<file path="config.mk">
export PLATFORM = sky130hd
export DESIGN_NAME = mem_ctrl
export DESIGN_NICKNAME = d
export VERILOG_FILES = /design/src/rtl/mem_ctrl_pkg.sv /design/src/rtl/mem_ctrl_req_latch.sv /design/src/rtl/mem_ctrl.sv
export SDC_FILE = /design/constraint.sdc
export NUM_CORES = 1
export LEC_CHECK = 0
export CAP_MARGIN = 5
export CORE_ASPECT_RATIO = 1.2
export CORE_UTILIZATION = 45
export DETAILED_ROUTE_END_ITERATION = 16
export PLACE_DENSITY = 0.73
export SLEW_MARGIN = 20
export SYNTH_ARGS = -nofsm -noshare
export SYNTH_HDL_FRONTEND = slang
export SYNTH_HIERARCHICAL = 1
export SYNTH_SLANG_ARGS = --single-unit
</file>
<file path="constraint.sdc">
create_clock -name clk -period 3.55 [get_ports clk]
set_input_delay 0.8875 -clock clk [delete_from_list [all_inputs] [get_ports clk]]
set_output_delay 0.8875 -clock clk [all_outputs]
set_load 0.02 [all_outputs]
</file>
<file path="src/rtl/mem_ctrl_pkg.sv">
// Shared constants for the memory controller: address/instruction types,
// request length type, controller state encoding and the IO address tag.
package mem_ctrl_pkg;

   typedef logic [31:0] ADDR_TYPE;
   typedef logic [31:0] INST_TYPE;

   localparam int MEM_LEN_W = 3;
   typedef logic [MEM_LEN_W-1:0] MEM_LEN_TYPE;

   typedef enum logic [1:0] {
      MC_IDLE   = 2'd0,
      MC_IFETCH = 2'd1,
      MC_LOAD   = 2'd2,
      MC_STORE  = 2'd3
   } MEMCTRL_STATE_TYPE;

   // Address bits that select the memory-mapped IO window
   localparam int         IO_ADDR_HI  = 17;
   localparam int         IO_ADDR_LO  = 16;
   localparam logic [1:0] IO_ADDR_TAG = 2'b11;

   // Byte counts other than 1, 2 or 4 are served as a full word
   function automatic MEM_LEN_TYPE norm_len(input MEM_LEN_TYPE len);
      case (len)
         3'd1:    return 3'd1;
         3'd2:    return 3'd2;
         3'd4:    return 3'd4;
         default: return 3'd4;
      endcase
   endfunction

endpackage

</file>
<file path="src/rtl/mem_ctrl_req_latch.sv">
// mem_req_latch: turns a one-cycle request pulse into a pending flag with a
// stored payload. Capture is independent of the global enable so no pulse is
// lost while the core is stalled. A pulse on the same edge as a clear wins.
module mem_req_latch #(
   parameter int W = 32
) (
   input  logic         clk_i,
   input  logic         rst_ni,
   input  logic         start_i,
   input  logic         clr_i,
   input  logic [W-1:0] data_i,
   output logic         pend_o,
   output logic [W-1:0] data_o
);

   logic         pend_q;
   logic [W-1:0] data_q;

   // Capture a new request, otherwise drop the pending flag when cleared
   always_ff @(posedge clk_i or negedge rst_ni) begin
      if (!rst_ni) begin
         pend_q <= 1'b0;
         data_q <= {W{1'b0}};
      end else if (start_i) begin
         pend_q <= 1'b1;
         data_q <= data_i;
      end else if (clr_i) begin
         pend_q <= 1'b0;
      end
   end

   assign pend_o = pend_q;
   assign data_o = data_q;

endmodule

</file>
<file path="src/rtl/mem_ctrl.sv">
// mem_ctrl: serves instruction fetches and load/store-buffer requests over a
// byte-wide RAM/IO bus, one byte per cycle, little-endian assembly.
// Optional build macro MEMCTRL_IO_STALL_EN: stores into the IO window
// (addr[17:16] == 2'b11) wait before each byte while io_buffer_full is high.
module mem_ctrl
   import mem_ctrl_pkg::*;
(
   input  logic        clk,
   input  logic        rst,
   input  logic        rdy,
   input  logic        start_query_signal,
   input  logic [31:0] query_pc,
   output logic        finish_query_signal,
   output logic [31:0] queried_inst,
   input  logic        misbranch_flag,
   input  logic        lsb_start,
   input  logic        lsb_wr,
   input  logic [31:0] lsb_addr,
   input  logic [2:0]  lsb_len,
   input  logic [31:0] lsb_wdata,
   output logic        lsb_finish,
   output logic [31:0] lsb_rdata,
   input  logic [7:0]  mem_din,
   output logic [7:0]  mem_dout,
   output logic [31:0] mem_a,
   output logic        mem_wr,
   input  logic        io_buffer_full
);

   localparam int LSB_PAY_W = 1 + 32 + MEM_LEN_W + 32;

   MEMCTRL_STATE_TYPE state_q;
   logic [2:0]        cnt_q;
   ADDR_TYPE          addr_q;
   MEM_LEN_TYPE       len_q;
   logic [31:0]       wdata_q;
   INST_TYPE          asm_q;

   logic                 fetch_pend_s;
   ADDR_TYPE             fetch_pc_s;
   logic                 fetch_clr_s;
   logic                 lsb_pend_s;
   logic [LSB_PAY_W-1:0] lsb_pay_s;
   logic                 lsb_p_wr_s;
   ADDR_TYPE             lsb_p_addr_s;
   MEM_LEN_TYPE          lsb_p_len_s;
   logic [31:0]          lsb_p_wdata_s;

   logic       accept_lsb_s;
   logic       accept_fetch_s;
   ADDR_TYPE   cnt_addr_s;
   logic [1:0] byte_sel_s;
   INST_TYPE   merged_s;
   logic [7:0] store_byte_s;
   logic       io_stall_acc_s;
   logic       io_stall_run_s;

   mem_req_latch #(.W(32)) u_fetch_req (
      .clk_i   (clk),
      .rst_ni  (rst),
      .start_i (start_query_signal),
      .clr_i   (fetch_clr_s),
      .data_i  (query_pc),
      .pend_o  (fetch_pend_s),
      .data_o  (fetch_pc_s)
   );

   mem_req_latch #(.W(LSB_PAY_W)) u_lsb_req (
      .clk_i   (clk),
      .rst_ni  (rst),
      .start_i (lsb_start),
      .clr_i   (accept_lsb_s),
      .data_i  ({lsb_wr, lsb_addr, lsb_len, lsb_wdata}),
      .pend_o  (lsb_pend_s),
      .data_o  (lsb_pay_s)
   );

   assign {lsb_p_wr_s, lsb_p_addr_s, lsb_p_len_s, lsb_p_wdata_s} = lsb_pay_s;

   // LSB has priority; a fetch is never started on a flush edge
   assign accept_lsb_s   = rdy & (state_q == MC_IDLE) & lsb_pend_s;
   assign accept_fetch_s = rdy & (state_q == MC_IDLE) & ~lsb_pend_s
                           & fetch_pend_s & ~misbranch_flag;
   assign fetch_clr_s    = accept_fetch_s | misbranch_flag;

`ifdef MEMCTRL_IO_STALL_EN
   assign io_stall_acc_s = io_buffer_full
                           & (lsb_p_addr_s[IO_ADDR_HI:IO_ADDR_LO] == IO_ADDR_TAG);
   assign io_stall_run_s = io_buffer_full
                           & (addr_q[IO_ADDR_HI:IO_ADDR_LO] == IO_ADDR_TAG);
`else
   // Buffer status has no effect in this build
   assign io_stall_acc_s = io_buffer_full & 1'b0;
   assign io_stall_run_s = io_buffer_full & 1'b0;
`endif

   // Byte address, read-byte merge position and next store byte
   always_comb begin
      cnt_addr_s   = addr_q + {29'd0, cnt_q};
      byte_sel_s   = cnt_q[1:0] - 2'd1;
      merged_s     = asm_q;
      merged_s[{byte_sel_s, 3'b000} +: 8] = mem_din;
      store_byte_s = wdata_q[{cnt_q[1:0], 3'b000} +: 8];
   end

   // Sequencer: arbitration, byte-serial bus cycles and finish pulses
   always_ff @(posedge clk or negedge rst) begin
      if (!rst) begin
         state_q             <= MC_IDLE;
         cnt_q               <= 3'd0;
         addr_q              <= 32'd0;
         len_q               <= 3'd0;
         wdata_q             <= 32'd0;
         asm_q               <= 32'd0;
         finish_query_signal <= 1'b0;
         queried_inst        <= 32'd0;
         lsb_finish          <= 1'b0;
         lsb_rdata           <= 32'd0;
         mem_dout            <= 8'd0;
         mem_a               <= 32'd0;
         mem_wr              <= 1'b0;
      end else if (rdy) begin
         finish_query_signal <= 1'b0;
         lsb_finish          <= 1'b0;
         case (state_q)
            MC_IDLE: begin
               if (accept_lsb_s) begin
                  addr_q  <= lsb_p_addr_s;
                  len_q   <= norm_len(lsb_p_len_s);
                  wdata_q <= lsb_p_wdata_s;
                  asm_q   <= 32'd0;
                  mem_a   <= lsb_p_addr_s;
                  if (lsb_p_wr_s) begin
                     state_q <= MC_STORE;
                     if (io_stall_acc_s) begin
                        mem_wr <= 1'b0;
                        cnt_q  <= 3'd0;
                     end else begin
                        mem_dout <= lsb_p_wdata_s[7:0];
                        mem_wr   <= 1'b1;
                        cnt_q    <= 3'd1;
                     end
                  end else begin
                     state_q <= MC_LOAD;
                     mem_wr  <= 1'b0;
                     cnt_q   <= 3'd1;
                  end
               end else if (accept_fetch_s) begin
                  state_q <= MC_IFETCH;
                  addr_q  <= fetch_pc_s;
                  len_q   <= 3'd4;
                  asm_q   <= 32'd0;
                  mem_a   <= fetch_pc_s;
                  mem_wr  <= 1'b0;
                  cnt_q   <= 3'd1;
               end else begin
                  mem_wr <= 1'b0;
               end
            end
            MC_IFETCH, MC_LOAD: begin
               if ((state_q == MC_IFETCH) && misbranch_flag) begin
                  state_q <= MC_IDLE;
                  cnt_q   <= 3'd0;
                  mem_a   <= 32'd0;
               end else if (cnt_q < len_q) begin
                  asm_q <= merged_s;
                  mem_a <= cnt_addr_s;
                  cnt_q <= cnt_q + 3'd1;
               end else begin
                  if (state_q == MC_IFETCH) begin
                     queried_inst        <= merged_s;
                     finish_query_signal <= 1'b1;
                  end else begin
                     lsb_rdata  <= merged_s;
                     lsb_finish <= 1'b1;
                  end
                  state_q <= MC_IDLE;
                  cnt_q   <= 3'd0;
               end
            end
            MC_STORE: begin
               if (cnt_q < len_q) begin
                  if (io_stall_run_s) begin
                     mem_wr <= 1'b0;
                  end else begin
                     mem_a    <= cnt_addr_s;
                     mem_dout <= store_byte_s;
                     mem_wr   <= 1'b1;
                     cnt_q    <= cnt_q + 3'd1;
                  end
               end else begin
                  mem_wr     <= 1'b0;
                  mem_a      <= 32'd0;
                  lsb_finish <= 1'b1;
                  state_q    <= MC_IDLE;
                  cnt_q      <= 3'd0;
               end
            end
            default: begin
               state_q <= MC_IDLE;
               cnt_q   <= 3'd0;
               mem_wr  <= 1'b0;
            end
         endcase
      end
   end

endmodule
</file>
==> run metrics, run 1 <==
maximum level of the CTS H-tree 2; Finished Cell Area 0.01797 mm2; areal power density over the cells 736.3 mW/mm2; GRT Util Overall a little over a fifth; Avg WL per Cell roughly 18 um; cell leakage power around 0.0078 uW; Max stage delay cell, worst path sky130_fd_sc_hd__or4_1; Syn Nets 1415; element type at the critical path start register; M2 GR Usage 36.31%; max_cap viols 0; type of the setup path with the least slack reg2reg; met1 layer usage reported by global route between 20 and 30%; worst max-slew margin expressed relative to the limit 31.20%; count of hold buffers inserted by post-cts repair 0; commonest cells after routing, fill and taps aside sky130_fd_sc_hd__dfrtp_1, sky130_fd_sc_hd__nand2_1, sky130_fd_sc_hd__clkdlybuf4s50_1; Critical Path Stages 8; final-layout fill cell count 2657; commonest register cell after synthesis sky130_fd_sc_hd__dfrtp_1; Fin Clk Skew about 0.017 ns; internal reg-to-reg setup slack 0.91 ns; Final Max Slew Viols 0; required time of the critical path 4.00 ns; residual antenna-violating net count after detailed routing 0; maximum buffer depth of the clock tree 3; Post-route DRC 0; switching power as a share of total power 35.41%; number of warnings printed during yosys synthesis 6; Vias 10340; path class of the lowest-slack min-delay path in2async; Starting Density a little under half; #FFs+latches synth ~310; Total Negative Setup Slacks 0 ns; most common cell after layout, fill and taps aside sky130_fd_sc_hd__dfrtp_1; register share of total power 38.6%; sequential share of the synthesized area 54.48%; number of global-route vias before repair 10290; worst-path maximum fanout 13; total I/O pin count 222; cell chain of the critical path buf_4, inv_1, fa_1, and2b_1, o2111ai_2, or4_1, a21oi_1, o22a_1; fraction of final layout cells sized beyond drive strength 1 between 10% and 20%; placeable core region ~0.031 mm2; source of the critical timing path cnt_q[1]; width of the chip 165.2 um; share of flip-flops with an asynchronous set or reset 100.0%; post-route non-filler standard cell count 1914; area of the multi-input gates 0.005983 mm2; Cell Count Post-Placement 1854; switching power of the nets 4685 uW; Post-Synthesis Mean Instance Area ~11 um2; share of total power in combinational logic 35.1%; arrival time reported for the critical path endpoint 3.09 ns; endpoint class of the critical path register; total die area 0.03267 mm2; floorplan row count 71; Vert. Die Dim ~200 um; peak ir drop on the vdd network approximately 0.42 mV; Top Usage Layer GRT met2; Placed Area 0.01687 mm2; fin crit period roughly 2.6 ns; count of distinct cell types in the synthesized netlist 78; final worst-path setup slack around 0.91 ns; setup repair after global routing missed its margin false; endpoint of the worst-slack reg-to-reg timing path mem_a[24]; CP bufs+invs 2; buffers inserted by post-CTS timing repair 0; outcome complete, no violations; CTS Buf Count 34; Fmax achieved 379.0 MHz; synthesized netlist cell count 1285; maximum number of pins on one net before global-route repair 87; RD Place Congestion 0.8120; global-route wire length before repair roughly 55 mm; CTS root buf sky130_fd_sc_hd__clkbuf_16; TritonCTS clock tree done; per-cell via count in the routed design ~5.4; design internal power 8547 uW; Final Hold Viols 0; Overflow after GRT 0; met3 track demand over resource in global routing 2.933%; Area Growth Syn to Fin 25.00%; Synth Cell Area 0.01438 mm2; router iterations before antenna repair 5; setup-violating endpoint count in the final report 0; First DRT Iteration DRCs 724; number of nets in the finished design ~1600; CTS sink count 313; clock power share 26.3%; crit share post-route 74.32%; total length of routed wires 34.44 mm; worst-case setup slack after placement roughly 0.53 ns; number of antenna violations at the first check in global routing 1; capture point of the worst path mem_a[24]; Clock Pin Slew Worst Setup and Hold Paths 0.06 ns; post-CTS sizing 0; highest cell delay on the worst timing path between 0.4 and 0.5 ns; start of the worst register-to-register path cnt_q[1]; source-to-sink clock delay at the later pin of the worst-skew pair 0.51 ns; count of input and output buffers 220; number of flops mapped to enable cells by yosys 0; cells on worst reg2reg path 8; Slew @ Worst Pin 1.032 ns; cell family with most CP delay simple AND/OR/NAND/NOR gates; HPWL reported at the end of detailed placement 23.88 mm; area taken by flip-flops and latches 0.007833 mm2
-- stage by stage --
stage	total power (uW)	hold WS, ns	utilization [%]
floorplan	8039	0.4348	-
global placement	9669	0.4474	53.81
detailed placement	9805	0.4512	53.81
CTS	13330	0.4102	57.30
global route	13990	0.4408	57.31
finish	13230	0.3870	57.31
-- cell type report --
| class | instances | share of cell area (%) |
|---|---|---|
| repair buffers | 249 | 13.73 |
| multi-input cells | 867 | 33.29 |
| clock buffers | 50 | 5.521 |
| well taps | 401 | 2.792 |
| inverters | 24 | 0.5013 |
| diodes | 1 | 0.01392 |
| flip-flops and latches | 313 | 43.58 |
| clock inverters | 9 | 0.5639 |
-- routing by layer --
| metal | part of all wire [%] | routed length, um |
|---|---|---|
| met1 | 44 | 15120 |
| met5 | 0 | 0 |
| met2 | 49 | 16950 |
| met3 | 4.5 | 1539 |
| met4 | 2.4 | 837 |
-- synthesized netlist by cell type, types with 3 or more instances --
cell                        instances  area [um2]
sky130_fd_sc_hd__nor4_1             7       43.79
sky130_fd_sc_hd__nor3_2             5       50.05
sky130_fd_sc_hd__and4_1             3       26.28
sky130_fd_sc_hd__o21ai_1           25       125.1
sky130_fd_sc_hd__a21o_1             4       30.03
sky130_fd_sc_hd__buf_2             25       125.1
sky130_fd_sc_hd__mux2i_1           49       490.5
sky130_fd_sc_hd__nand4_1            7       43.79
sky130_fd_sc_hd__buf_12             3       60.06
sky130_fd_sc_hd__or3_1              3       18.77
sky130_fd_sc_hd__dfrtp_1          313        7833
sky130_fd_sc_hd__mux4_2             8       180.2
sky130_fd_sc_hd__nand2b_1           6       37.54
sky130_fd_sc_hd__nor2_1            43       161.4
sky130_fd_sc_hd__xnor2_1           15       131.4
sky130_fd_sc_hd__buf_6              9       101.4
sky130_fd_sc_hd__o31a_1             4       35.03
sky130_fd_sc_hd__o21a_1             3       22.52
sky130_fd_sc_hd__mux2_4            38       570.6
sky130_fd_sc_hd__buf_1             10       37.54
sky130_fd_sc_hd__and3_1            10       62.56
sky130_fd_sc_hd__a31oi_1            4       25.02
sky130_fd_sc_hd__a22o_1            32       280.3
sky130_fd_sc_hd__o21ai_0          112       560.5
sky130_fd_sc_hd__o2111ai_1          5       43.79
sky130_fd_sc_hd__buf_4              5       37.54
sky130_fd_sc_hd__xor2_1             4       35.03
sky130_fd_sc_hd__nand3_1            6       30.03
sky130_fd_sc_hd__nor3_1            11       55.05
sky130_fd_sc_hd__clkbuf_1          29       108.9
sky130_fd_sc_hd__o211ai_1           5       37.54
sky130_fd_sc_hd__nor2b_1           37       231.5
sky130_fd_sc_hd__mux2_2            68       765.7
sky130_fd_sc_hd__a21oi_1           59       295.3
sky130_fd_sc_hd__inv_1             22       82.58
sky130_fd_sc_hd__ha_1              14       175.2
sky130_fd_sc_hd__nand2_1          229       859.6
-- state kept, by name, indices dropped and copies added (netlist names) --
name and cells:
state_q 2, wdata_q 32, finish_query_signal 1, u_lsb_req/pend_o 1, u_lsb_req/data_o 68, mem_dout 8, mem_a 32, asm_q 32
cnt_q 3, u_fetch_req/data_o 32, mem_wr 1, queried_inst 32, u_fetch_req/pend_o 1, addr_q 32, lsb_rdata 32, len_q 3
lsb_finish 1
-- how the worst min path moves through the flow --
stage | to | startpoint
2_1_floorplan | wdata_q[10] | u_lsb_req/data_o[10]
3_3_place_gp | wdata_q[21] | u_lsb_req/data_o[21]
3_5_place_dp | wdata_q[30] | u_lsb_req/data_o[30]
4_1_cts | queried_inst[25] | rst
5_1_grt | queried_inst[25] | rst
6_report | lsb_rdata[25] | rst
-- worst reg2reg max path, delay by kind of cell, from the launching register on --
kind            cells  cell delay (ns)
fa+ha+maj           1             0.45
flops               1             0.32
buf+inv             2             0.39
compound gates      3             0.58
simple gates        2             0.84
-- cell families after synthesis --
family / Yosys count / share of synthesized area [%]
AOI/OAI and AO/OA: 284 / 12.40
xor gates and xnor gates: 19 / 1.158
adders and majority gates: 15 / 1.358
buffers and inverters: 105 / 3.899
DFF: 313 / 54.48
muxes: 163 / 13.96
and+or+nand+nor: 386 / 12.74
-- power groups by stage --
| stage | Combinational, uW | Sequential [uW] | Clock [uW] |
|---|---|---|---|
| after floorplan | 2650 | 5390 | 0 |
| after global placement | 4550 | 5120 | 0 |
| after detailed placement | 4650 | 5160 | 0 |
| after global routing | 5100 | 5210 | 3680 |
| final | 4640 | 5110 | 3490 |
| after CTS | 4680 | 5100 | 3550 |
No activity file was read; power rests on OpenSTA's default activity.
==> run 2: changes to the inputs <==
PLACE_DENSITY = 0.75   (was 0.73)
clock period = 2.3 ns   (was 3.55 ns; I/O delays follow)
==> run 2 against run 1 <==
Effect of this change: combinational power rose by 70%; sequential cell count unchanged; first-iteration DRC count grew 9.7%; via count up 3.4%; fmax is 17% higher; worst setup slack got worse by 0.86 ns; critical path depth unchanged; final cell count grew 2.9%; wire length grew 3.4%; clock power is 53% higher; hold slack got worse by 0.35 ns; register-to-register slack got worse by 0.86 ns; critical path type unchanged.
==> run metrics, run 2 (same netlist as run 1, synthesis figures left out) <==
fraction of final layout cells sized beyond drive strength 1 19.11%; worst hold slack across all endpoints 0.03576 ns; start of the worst register-to-register path cnt_q[0]; peak ir drop on the vdd network 0.7825 mV; HPWL reported at the end of detailed placement approximately 26 mm; met1 layer usage reported by global route 28.59%; Final Hold Viols 0; residual antenna-violating net count after detailed routing 0; final-layout fill cell count 2514; Overflow after GRT 0; CTS sink count 313; total I/O pin count between 200 and 250; RD Place Congestion between 0.8 and 0.9; source of the critical timing path cnt_q[0]; setup-violating endpoint count in the final report 0; Vias 10700; cell leakage power around 0.0082 uW; Top Usage Layer GRT met2; source-to-sink clock delay at the later pin of the worst-skew pair 0.51 ns; arrival time reported for the critical path endpoint 2.70 ns; CTS Buf Count 34; per-cell via count in the routed design 5.433; CTS root buf sky130_fd_sc_hd__clkbuf_16; outcome complete, no violations; most common cell after layout, fill and taps aside sky130_fd_sc_hd__dfrtp_1; GRT Util Overall 22.25%; count of input and output buffers 220; final worst-path setup slack 0.05064 ns; area taken by flip-flops and latches slightly below 0.008 mm2; floorplan row count between 70 and 80; Vert. Die Dim 197.8 um; worst-path maximum fanout 6; commonest cells after routing, fill and taps aside sky130_fd_sc_hd__dfrtp_1, sky130_fd_sc_hd__nand2_1, sky130_fd_sc_hd__clkdlybuf4s50_1; setup repair after global routing missed its margin true; global-route wire length before repair 57.05 mm; router iterations before antenna repair 6; number of global-route vias before repair 10880; Final Max Slew Viols 0; element type at the critical path start register; number of antenna violations at the first check in global routing 3; highest cell delay on the worst timing path 0.46 ns; TritonCTS clock tree done; Starting Density 45.84%; endpoint class of the critical path register; Total Negative Setup Slacks 0 ns; Fmax achieved roughly 440 MHz; cell family with most CP delay simple AND/OR/NAND/NOR gates; Slew @ Worst Pin 0.5987 ns; worst-case setup slack after placement -0.1610 ns; area of the multi-input gates 0.006108 mm2; Avg WL per Cell 18.09 um; crit share post-route between 90% and 100%; areal power density over the cells 1132 mW/mm2; Fin Clk Skew 0.01665 ns; First DRT Iteration DRCs a little under 800; total power between 20000 and 25000 uW; path class of the lowest-slack min-delay path in2async; number of nets in the finished design around 1700; width of the chip 165.2 um; Post-route DRC 0; max_cap viols 0; type of the setup path with the least slack reg2reg; CP bufs+invs 1; Largest register FFs 68; Area Growth Syn to Fin 30.12%; fin crit period 2.249 ns; total length of routed wires 35.62 mm; maximum level of the CTS H-tree 2; M2 GR Usage 37.90%; worst max-slew margin expressed relative to the limit approximately three fifths; Clock Pin Slew Worst Setup and Hold Paths 0.06 ns; placeable core region ~0.031 mm2; final core utilization about three fifths; met3 track demand over resource in global routing 2.556%; required time of the critical path between 2 and 3 ns; Max stage delay cell, worst path sky130_fd_sc_hd__or4_4; cell chain of the critical path ha_2, inv_2, fa_2, and2b_2, o2111ai_4, or4_4, a21oi_2, o22a_1; total die area 0.03267 mm2; maximum number of pins on one net before global-route repair 70; maximum buffer depth of the clock tree 3
==> run 2: changes by cell type in the layout (fill, tap and decap cells not counted), moves of 4 or more <==
cell	before	now
sky130_fd_sc_hd__buf_12	4	18
sky130_fd_sc_hd__buf_4	26	63
sky130_fd_sc_hd__o21ai_1	25	21
sky130_fd_sc_hd__o21ai_2	1	5
==> run 2: layer usage <==
metal	wire length (um)	share of wire (%)
met5	0	0
met2	18150	51
met4	1254	3.5
met3	1320	3.7
met1	14900	42
==> run 2: power by group <==
group          switching [uW]  internal [uW]
combinational            4250           3650
sequential               1050           6890
clock                    2150           3190
total                    7450          13700
==> run 2: area by class of cell <==
cell class / count / area share, %
Inverter: 24 / 0.4949
Clock buffer: 49 / 5.230
Multi-Input combinational cell: 867 / 32.65
Timing Repair Buffer: 303 / 16.43
Tap cell: 401 / 2.682
Clock inverter: 9 / 0.5953
Antenna cell: 3 / 0.04013
Sequential cell: 313 / 41.88
==> run 2: what timing repair did <==
item | 4_1_cts | 5_1_grt
setup buffers | 0 | 2
endpoints found under the setup margin | 3 | 63
pin swaps | 0 | 6
gates resized for setup | 2 | 21
cloned | 0 | 1
hold buffers | 0 | 0
==> run 2: path summary, 6_finish.rpt <==
check,end,slack (ns),cells past startpoint
setup / recovery,mem_a[24],0.05,8
max in group asynchronous,u_lsb_req/data_o[65],1.59,2
min in group clk,wdata_q[21],0.46,2
hold reg to reg,wdata_q[21],0.46,2
setup reg to reg,mem_a[24],0.05,8
hold / removal,u_fetch_req/data_o[7],0.04,1
==> run 2: stage by stage <==
stage / cell area, um2 / std cells
final: 18710 / 1969
after floorplan: 14410 / 1285
after global placement: 17460 / 1905
after global routing: 18710 / 1969
after CTS: 18560 / 1963
after detailed placement: 17460 / 1905
